## src/rtl/wino_pkg.sv

```systemverilog
// Shared constants, tile-count helper and FSM state type for the Winograd tile generator.
package wino_pkg;

  localparam int unsigned DEF_W  = 8;
  localparam int unsigned TILE   = 4;
  localparam int unsigned STRIDE = 2;

  // Tiles along one dimension for F(2x2,3x3) with no padding.
  function automatic int unsigned ntiles(input int unsigned dim);
    return (dim - 2) / 2;
  endfunction

  typedef enum logic [0:0] {
    StFill,
    StEmit
  } state_e;

endpackage

```

## src/rtl/wino_line_buf.sv

```systemverilog
// Four-row circular line buffer: one pixel write port, one 4x4 column-window read port.
module wino_line_buf
  import wino_pkg::*;
#(
  parameter int unsigned W     = DEF_W,
  parameter int unsigned IMG_W = 8,
  localparam int unsigned CW   = $clog2(IMG_W)
) (
  input  logic                   clk,
  input  logic                   we,
  input  logic [1:0]             wr_slot,
  input  logic [CW-1:0]          wr_col,
  input  logic [W-1:0]           wr_pix,
  input  logic [1:0]             rd_slot,
  input  logic [CW-1:0]          rd_col,
  output logic [TILE*TILE*W-1:0] rd_win
);

  logic [W-1:0] mem [4][IMG_W];

  always_ff @(posedge clk) begin
    if (we) begin
      mem[wr_slot][wr_col] <= wr_pix;
    end
  end

  // rd_slot is the oldest row; rows are packed oldest-first, (0,0) in the MSBs.
  always_comb begin
    rd_win = '0;
    for (int r = 0; r < TILE; r++) begin
      for (int c = 0; c < TILE; c++) begin
        rd_win[W*(TILE*TILE-1-(TILE*r+c)) +: W] =
          mem[2'(rd_slot + 2'(r))][CW'(32'(rd_col) + 32'(c))];
      end
    end
  end

endmodule

```

## src/rtl/winograd_tile_gen.sv

```systemverilog
// Streams raster pixels into a line buffer and emits overlapping 4x4 stride-2 tiles.
// Optional tile_y/tile_x index outputs are enabled by defining WINO_TILE_IDX_EN.
module winograd_tile_gen
  import wino_pkg::*;
#(
  parameter int unsigned W     = DEF_W,
  parameter int unsigned IMG_W = 8,
  parameter int unsigned IMG_H = 8
) (
  input  logic                   clk,
  input  logic                   rst,
  input  logic [W-1:0]           in_pix,
  input  logic                   in_valid,
  output logic                   in_ready,
  output logic [TILE*TILE*W-1:0] data,
  output logic                   data_valid,
  input  logic                   data_ready,
  output logic                   data_last
`ifdef WINO_TILE_IDX_EN
  ,
  output logic [5:0]             tile_y,
  output logic [5:0]             tile_x
`endif
);

  localparam int unsigned CW      = $clog2(IMG_W);
  localparam int unsigned NTX     = ntiles(IMG_W);
  localparam logic [5:0]  TxLast  = 6'(NTX - 1);
  localparam logic [CW-1:0] ColLast = CW'(IMG_W - 1);
  localparam logic [6:0]  RowEnd  = 7'(IMG_H);

  state_e                 state_q;
  logic [6:0]             row_q;
  logic [CW-1:0]          col_q;
  logic [1:0]             slot_q;
  logic [5:0]             tx_q;
  logic                   valid_q;
  logic                   last_q;
  logic [TILE*TILE*W-1:0] data_q;

  logic                   accept, row_done, hs, tx_last, frame_end, load;
  logic [5:0]             load_tx;
  logic [CW-1:0]          rd_col;
  logic [TILE*TILE*W-1:0] win;

  assign in_ready  = (state_q == StFill) && !rst;
  assign accept    = in_valid && in_ready;
  assign row_done  = accept && (col_q == ColLast);
  assign hs        = valid_q && data_ready;
  assign tx_last   = (tx_q == TxLast);
  assign frame_end = (row_q == RowEnd);
  // Load the first tile on entry, then the next tile on every non-final handshake.
  assign load      = (state_q == StEmit) && (!valid_q || (hs && !tx_last));
  assign load_tx   = valid_q ? tx_q + 6'd1 : tx_q;
  assign rd_col    = CW'(32'(load_tx) * STRIDE);

  wino_line_buf #(
    .W     (W),
    .IMG_W (IMG_W)
  ) u_line_buf (
    .clk     (clk),
    .we      (accept),
    .wr_slot (slot_q),
    .wr_col  (col_q),
    .wr_pix  (in_pix),
    .rd_slot (slot_q),
    .rd_col  (rd_col),
    .rd_win  (win)
  );

  always_ff @(posedge clk) begin
    if (rst) begin
      state_q <= StFill;
      row_q   <= '0;
      col_q   <= '0;
      slot_q  <= '0;
      tx_q    <= '0;
      valid_q <= 1'b0;
      last_q  <= 1'b0;
      data_q  <= '0;
    end else begin
      unique case (state_q)
        StFill: begin
          if (accept) begin
            if (row_done) begin
              col_q  <= '0;
              slot_q <= slot_q + 2'd1;
              row_q  <= row_q + 7'd1;
              if (row_q[0] && (row_q >= 7'd3)) begin
                state_q <= StEmit;
                tx_q    <= '0;
              end
            end else begin
              col_q <= col_q + 1'b1;
            end
          end
        end
        StEmit: begin
          if (load) begin
            valid_q <= 1'b1;
            data_q  <= win;
            last_q  <= frame_end && (load_tx == TxLast);
            tx_q    <= load_tx;
          end else if (hs) begin
            // Last tile of the row accepted: slot_q already skips the two oldest rows.
            valid_q <= 1'b0;
            last_q  <= 1'b0;
            state_q <= StFill;
            if (frame_end) begin
              row_q  <= '0;
              slot_q <= '0;
            end
          end
        end
        default: state_q <= StFill;
      endcase
    end
  end

  assign data       = data_q;
  assign data_valid = valid_q;
  assign data_last  = last_q;

`ifdef WINO_TILE_IDX_EN
  logic [5:0] tile_y_q, tile_x_q;

  always_ff @(posedge clk) begin
    if (rst) begin
      tile_y_q <= '0;
      tile_x_q <= '0;
    end else if (load) begin
      tile_y_q <= 6'((row_q - 7'd4) >> 1);
      tile_x_q <= load_tx;
    end
  end

  assign tile_y = tile_y_q;
  assign tile_x = tile_x_q;
`endif

endmodule
```

## config.mk

```make
export PLATFORM = sky130hd
export DESIGN_NAME = winograd_tile_gen
export DESIGN_NICKNAME = d
export VERILOG_FILES = /design/src/rtl/wino_pkg.sv /design/src/rtl/wino_line_buf.sv /design/src/rtl/winograd_tile_gen.sv
export SDC_FILE = /design/constraint.sdc
export NUM_CORES = 1
export LEC_CHECK = 0
export BUFFER_PORTS_ARGS = -buffer_cell sky130_fd_sc_hd__buf_2
export CORE_MARGIN = 1
export CORE_UTILIZATION = 65
export CTS_CLUSTER_SIZE = 28
export DETAILED_ROUTE_END_ITERATION = 10
export PLACE_DENSITY_LB_ADDON = 0.3
export SETUP_SLACK_MARGIN = 0.5
export SKIP_CTS_REPAIR_TIMING = 1
export SYNTH_ARGS = -nofsm -noshare
export SYNTH_HDL_FRONTEND = slang
export SYNTH_SLANG_ARGS = --single-unit
```

## constraint.sdc

```tcl
create_clock -name clk -period 6.9 [get_ports clk]
set_clock_uncertainty 0.1 [all_clocks]
set_input_delay 0.69 -clock clk [delete_from_list [all_inputs] [get_ports clk]]
set_output_delay 0.69 -clock clk [all_outputs]
set_load 0.005 [all_outputs]
```

# ---- Word level (Yosys, flattened, before mapping)
# Memories as Yosys holds them, arrays and structs flattened. A register that Yosys moved wholly into a read port is not among the register bits.
# Cells that the tools add are included.
dict set report op_classes {
  addsub 9
  n_lt_le_gt_ge 7
  eq_ne 11
  mux 82
  bitwise_logic 6
  n_reduce_logical 19
}
# op n
set ops {}
lappend ops {{8-bit binary-select mux with 3-bit select} 16}
lappend ops {{8-bit 2-to-1 mux} 33}
lappend ops {{64-bit 2-to-1 mux} 1}
lappend ops {{7-bit 2-to-1 mux} 5}
lappend ops {{6-bit 2-to-1 mux} 5}
lappend ops {{8-bit demux with 3-bit select} 1}
lappend ops {{4-bit >= comparator, second input constant} 5}
lappend ops {{3-bit NOT with 4-bit output} 5}
lappend ops {{2-bit 2-to-1 mux} 7}
lappend ops {{7-bit one-hot mux with 2 select lines} 1}
lappend ops {{6-bit by 2-bit == test with 1-bit output, second input constant} 2}
lappend ops {{6-bit one-hot mux with 2 select lines} 1}
lappend ops {{1-bit logical AND} 9}
lappend ops {{1-bit 2-to-1 mux} 9}
lappend ops {{2-bit by 1-bit != test with 1-bit output, second input constant} 4}
lappend ops {{7-bit by 1-bit adder with 7-bit output, second input constant} 1}
lappend ops {{7-bit by 4-bit == test with 1-bit output, second input constant} 1}
lappend ops {{7-bit by 2-bit >= comparator with 1-bit output, second input constant} 1}
lappend ops {{3-bit by 1-bit adder with 3-bit output, second input constant} 2}
lappend ops {{3-bit by 2-bit adder with 3-bit output, second input constant} 2}
lappend ops {{6-bit by 1-bit adder with 6-bit output, second input constant} 1}
lappend ops {{2-bit != test, second input constant} 3}
lappend ops {{2-bit AND reduction} 3}
lappend ops {{5-bit AND reduction} 1}
lappend ops {{12 further kinds} 15}
dict set report totals {
  reg_bits 149
  ram_bits 256
  input_bits 12
  output_inout_bits 131
  word_cells 143
  memories 1
}
# memory depth width rd rd_clocked_by_memory_dff write_ports line
set memory_table {}
lappend memory_table {u_line_buf.mem 4 64 4 1 1 wino_line_buf.sv:19} ;# logic [W-1:0] mem [4][IMG_W];

# ---- Depth between registers and ports, before layout
dict set report depth {
  ltp_word 9
  mapped_depth 14
}

# ---- Cells and area by module
# From an unflattened synthesis, not the netlist that was laid out.
dict set report hier_totals {
  hier_cells 2073
  area_unflattened_um2 25236.7
}
# module n_inst cells_per_inst area_per_inst_um2
set modules_own_cells {}
lappend modules_own_cells {wino_line_buf 1 1366 19570.0}
lappend modules_own_cells {winograd_tile_gen 1 707 5666.7}

# ---- Worst setup path after synthesis
# No wires, ideal clock.
dict set report synth_timing {
  kind {flip-flop to flip-flop}
  from {register slot_q[0]}
  to {register data_q[27], in the netlist data[27]}
  arrival_time_ns 3.082
  setup_slack_ns 3.584
  path_stages_with_launch 13
  synth_period_minus_slack_ns 3.316
  path_cell_list {dfxtp_1 clkbuf_1 buf_2 buf_2 buf_2 inv_1 ha_1 buf_2 buf_2 clkbuf_1 mux4_2 a221oi_1 a211oi_1}
}
dict set report synth_via {
  elab_chain_cells 5
}
# element line
set synth_rtl {}
lappend synth_rtl {{from (decl)} winograd_tile_gen.sv:35} ;# logic [1:0] slot_q;
lappend synth_rtl {{from (signal assigned)} winograd_tile_gen.sv:87} ;# slot_q <= slot_q + 2'd1;
lappend synth_rtl {{2-bit adder} wino_line_buf.sv:33} ;# mem[2'(rd_slot + 2'(r))][CW'(32'(rd_col) + 32'(c))];
lappend synth_rtl {{memory read 4 x 64 bit} -}
lappend synth_rtl {{8-bit binary-select mux with 3-bit select} wino_line_buf.sv:33}
lappend synth_rtl {{8-bit 2-to-1 mux (not written as such) (2 in a row)} wino_line_buf.sv:33}
lappend synth_rtl {{to (signal assigned)} winograd_tile_gen.sv:101} ;# data_q <= win;
lappend synth_rtl {{to (decl)} winograd_tile_gen.sv:39} ;# logic [TILE*TILE*W-1:0] data_q;
# Every way passes these cells. The select of a mux whose other input is x is not followed.
# A chain may end at the register's enable or synchronous reset.

# ---- Worst setup path after layout
dict set report layout_timing {
  from {register slot_q[0]}
  to {register data_q[71], in the netlist data[71]}
}
dict set report layout_via {
  elab_chain_cells 5
}
# element line
set layout_rtl {}
lappend layout_rtl {{2-bit by 1-bit adder with 2-bit output} wino_line_buf.sv:33}
lappend layout_rtl {{memory read 4 x 64 bit} -}
lappend layout_rtl {{8-bit binary-select mux with 3-bit select} wino_line_buf.sv:33}
lappend layout_rtl {{8-bit 2-to-1 mux (not written as such) (2 in a row)} wino_line_buf.sv:33}
# Every way passes these cells. The select of a mux whose other input is x is not followed.

==> flow_metrics.tcl <==
set metrics [dict create \
    slowest_delay_ns 0.94 \
    cts_buffers 43 \
    synthArstFlopShare_pct 0 \
    clockBufferDepth 3 \
    path_class "reg2reg" \
    synth_top_area_share_pct 34.7 \
    worst_pin_slew_ns 1.36 \
    cts.sinks 407 \
    synth.cells.most_frequent "edfxtp_1, mux4_2, dfxtp_1" \
    crit_family "buffers and inverters" \
    clock-root-buffer "clkbuf_16" \
    grt_usage_pct 42.3 \
    h-tree-depth 2 \
    vias 17500 \
    cts_tree "built" \
    crit_buf_inv 2 \
    drt_iter0_drc 3046 \
    rsz0062_at_grt "no" \
    drt_wl_total_um 73400 \
    fp.dieH_um 187 \
    synth.avg_cell_area_um2 14.0 \
    path_max_fanout 52 \
    post-place-ws_ns 2.66 \
    slowest_stage "dfxtp_4" \
    ys_seq_area_share_pct 48.4 \
    clk_pin_slew_ns 0.06 \
    min_period_over_period_pct 61.9 \
    yosysTopAreaCell "edfxtp_1" \
    peakVddDrop_mv 0.191 \
    layout-drive-gt1-share_pct 31.0 \
    io_buffers 142 \
    antenna_found_initial 3 \
    synth_top_flop_cell "edfxtp_1" \
    grt-ovfl-total 0 \
    area_growth_syn_to_layout_pct 11.5 \
    initial_core_util_pct 66.1 \
    die_w_um 187 \
    setup_viol 0 \
    grt_first_pass_wirelength_um 108000 \
    nets 1654 \
    die_area_mm2 0.0348 \
    crit_top_cell "buf_4" \
    setup_tns_ns 0 \
    powerDensity_mw_per_mm2 217 \
    wl_per_cell_um 34.7 \
    gp_congestion 0.928 \
    syn-cell-area_mm2 0.0221 \
    p_leak_uw 0.00830 \
    crit_path_cell_trace "buf_4 > buf_4 > mux4_2 > a221oi_1 > o21ai_0" \
    end_kind "flip-flop" \
    grt_pass1_vias 16588 \
    synth-edff-count 256 \
    ys_warn_count 0 \
    cp-start-kind "flip-flop" \
    core-area_mm2 0.0335 \
    first_pass_iters 8 \
    min_period_ns 4.27 \
    setup_slack_ns 2.63 \
    vias_per_cell 8.27 \
    synth-seq-cells 407 \
    rows 67 \
    max_freq_ghz 0.234 \
    clk_latency_ns 0.57 \
    netlist_instances 1583 \
    cp.arrival_ns 4.57 \
    drc_errors 0 \
    fill_cells 2134 \
    ant_nets 0 \
    synthesis.nets 1606 \
    drv_cap 0 \
    io_pins 143 \
    grt_max_degree 86 \
    relSlewSlack_pct 8.86 \
    hpwl_um 45800 \
    critPathRequiredTime_ns 7.21 \
    outcome "finished clean" \
    drv_slew 0 \
    hold_class "reg2reg" \
    synthTopCellsByArea "edfxtp_1, mux4_2, dfxtp_1, a221oi_1, a22o_1" \
    hold_viol 0 \
    synth.distinct_cells 42 \
]
==> layout by cell type, fill, tap and decap left out, types with 66 or more instances in the layout <==
cell / count
a21oi_1: 83
a221oi_1: 124
a22o_1: 66
and3_1: 66
buf_2: 141
dfxtp_1: 147
edfxtp_1: 256
mux4_2: 256
nor2_1: 87
==> per-layer routing <==
| metal | routed length (um) | part of all wire [%] | global-route usage (%) | vias up |
|---|---|---|---|---|
| met5 | 26 | 0.035 | 0 | - |
| met4 | 4640 | 6.3 | 21.8 | 4 |
| met3 | 12000 | 16 | 14.6 | 324 |
| met2 | 34000 | 46 | 66.6 | 1783 |
| met1 | 22800 | 31 | 52.2 | 8611 |
| li1 | - | - | - | 6778 |
==> cell type report <==
type / instances / area, um^2 / share of cell area (%)
antenna: 3 / 7.51 / 0.0304
tap: 448 / 561 / 2.27
sequential: 407 / 10700 / 43.4
clock buffer: 51 / 1160 / 4.69
timing repair buffer: 165 / 886 / 3.59
multi-input combinational: 1005 / 10800 / 43.9
clock inverter: 29 / 490 / 1.99
inverter: 9 / 33.8 / 0.137
==> worst paths after layout <==
path	from	to	slack, ns	depth (start not counted)
min	data_last	data_last	0.37	2
max reg2reg	slot_q[0]	data[71]	2.63	5
min reg2reg	data_last	data_last	0.37	2
max	slot_q[0]	data[71]	2.63	5
==> where the power goes <==
part / internal [uW] / switching [uW] / leakage (uW)
logic: 18.3 / 53.0 / 0.00398
registers: 2590 / 5.05 / 0.00352
clock network: 1690 / 1000 / 0.000804
total: 4290 / 1060 / 0.00830
==> logic make-up after synthesis <==
kind of cell	Yosys count	share of synthesized area [%]
AOI/OAI and AO/OA	420	13.6
DFF	407	48.4
and+or+nand+nor	311	7.83
muxes	260	26.2
buffers and inverters	171	3.20
adders and majority gates	11	0.621
xor gates and xnor gates	3	0.119
==> worst min-delay path, cell delays in order, from the launching register on <==
cell and delay, ns:
dfxtp_1 0.31, nand2_1 0.05, a21oi_1 0.06
==> state kept, by name, indices dropped and copies added, names as in the netlist, named ones only <==
register	count
data_valid	1
col_q	3
state_q	1
tx_q	6
slot_q	2
data_last	1
u_line_buf.mem	256
data	128
row_q	7
==> through the flow <==
step	cells	power, uW	util, %	hold WS [ns]	area [um^2]
6_report	2117	5350	73.6	0.368	24700
5_1_grt	2114	5450	73.6	0.385	24700
4_1_cts	2114	5350	73.6	0.368	24700
3_5_place_dp	2034	2710	68.7	0.359	23000
3_3_place_gp	2034	2710	68.7	0.340	23000
2_1_floorplan	1583	2680	-	0.348	22100
Note: power is estimated with default switching activity, not from simulation.
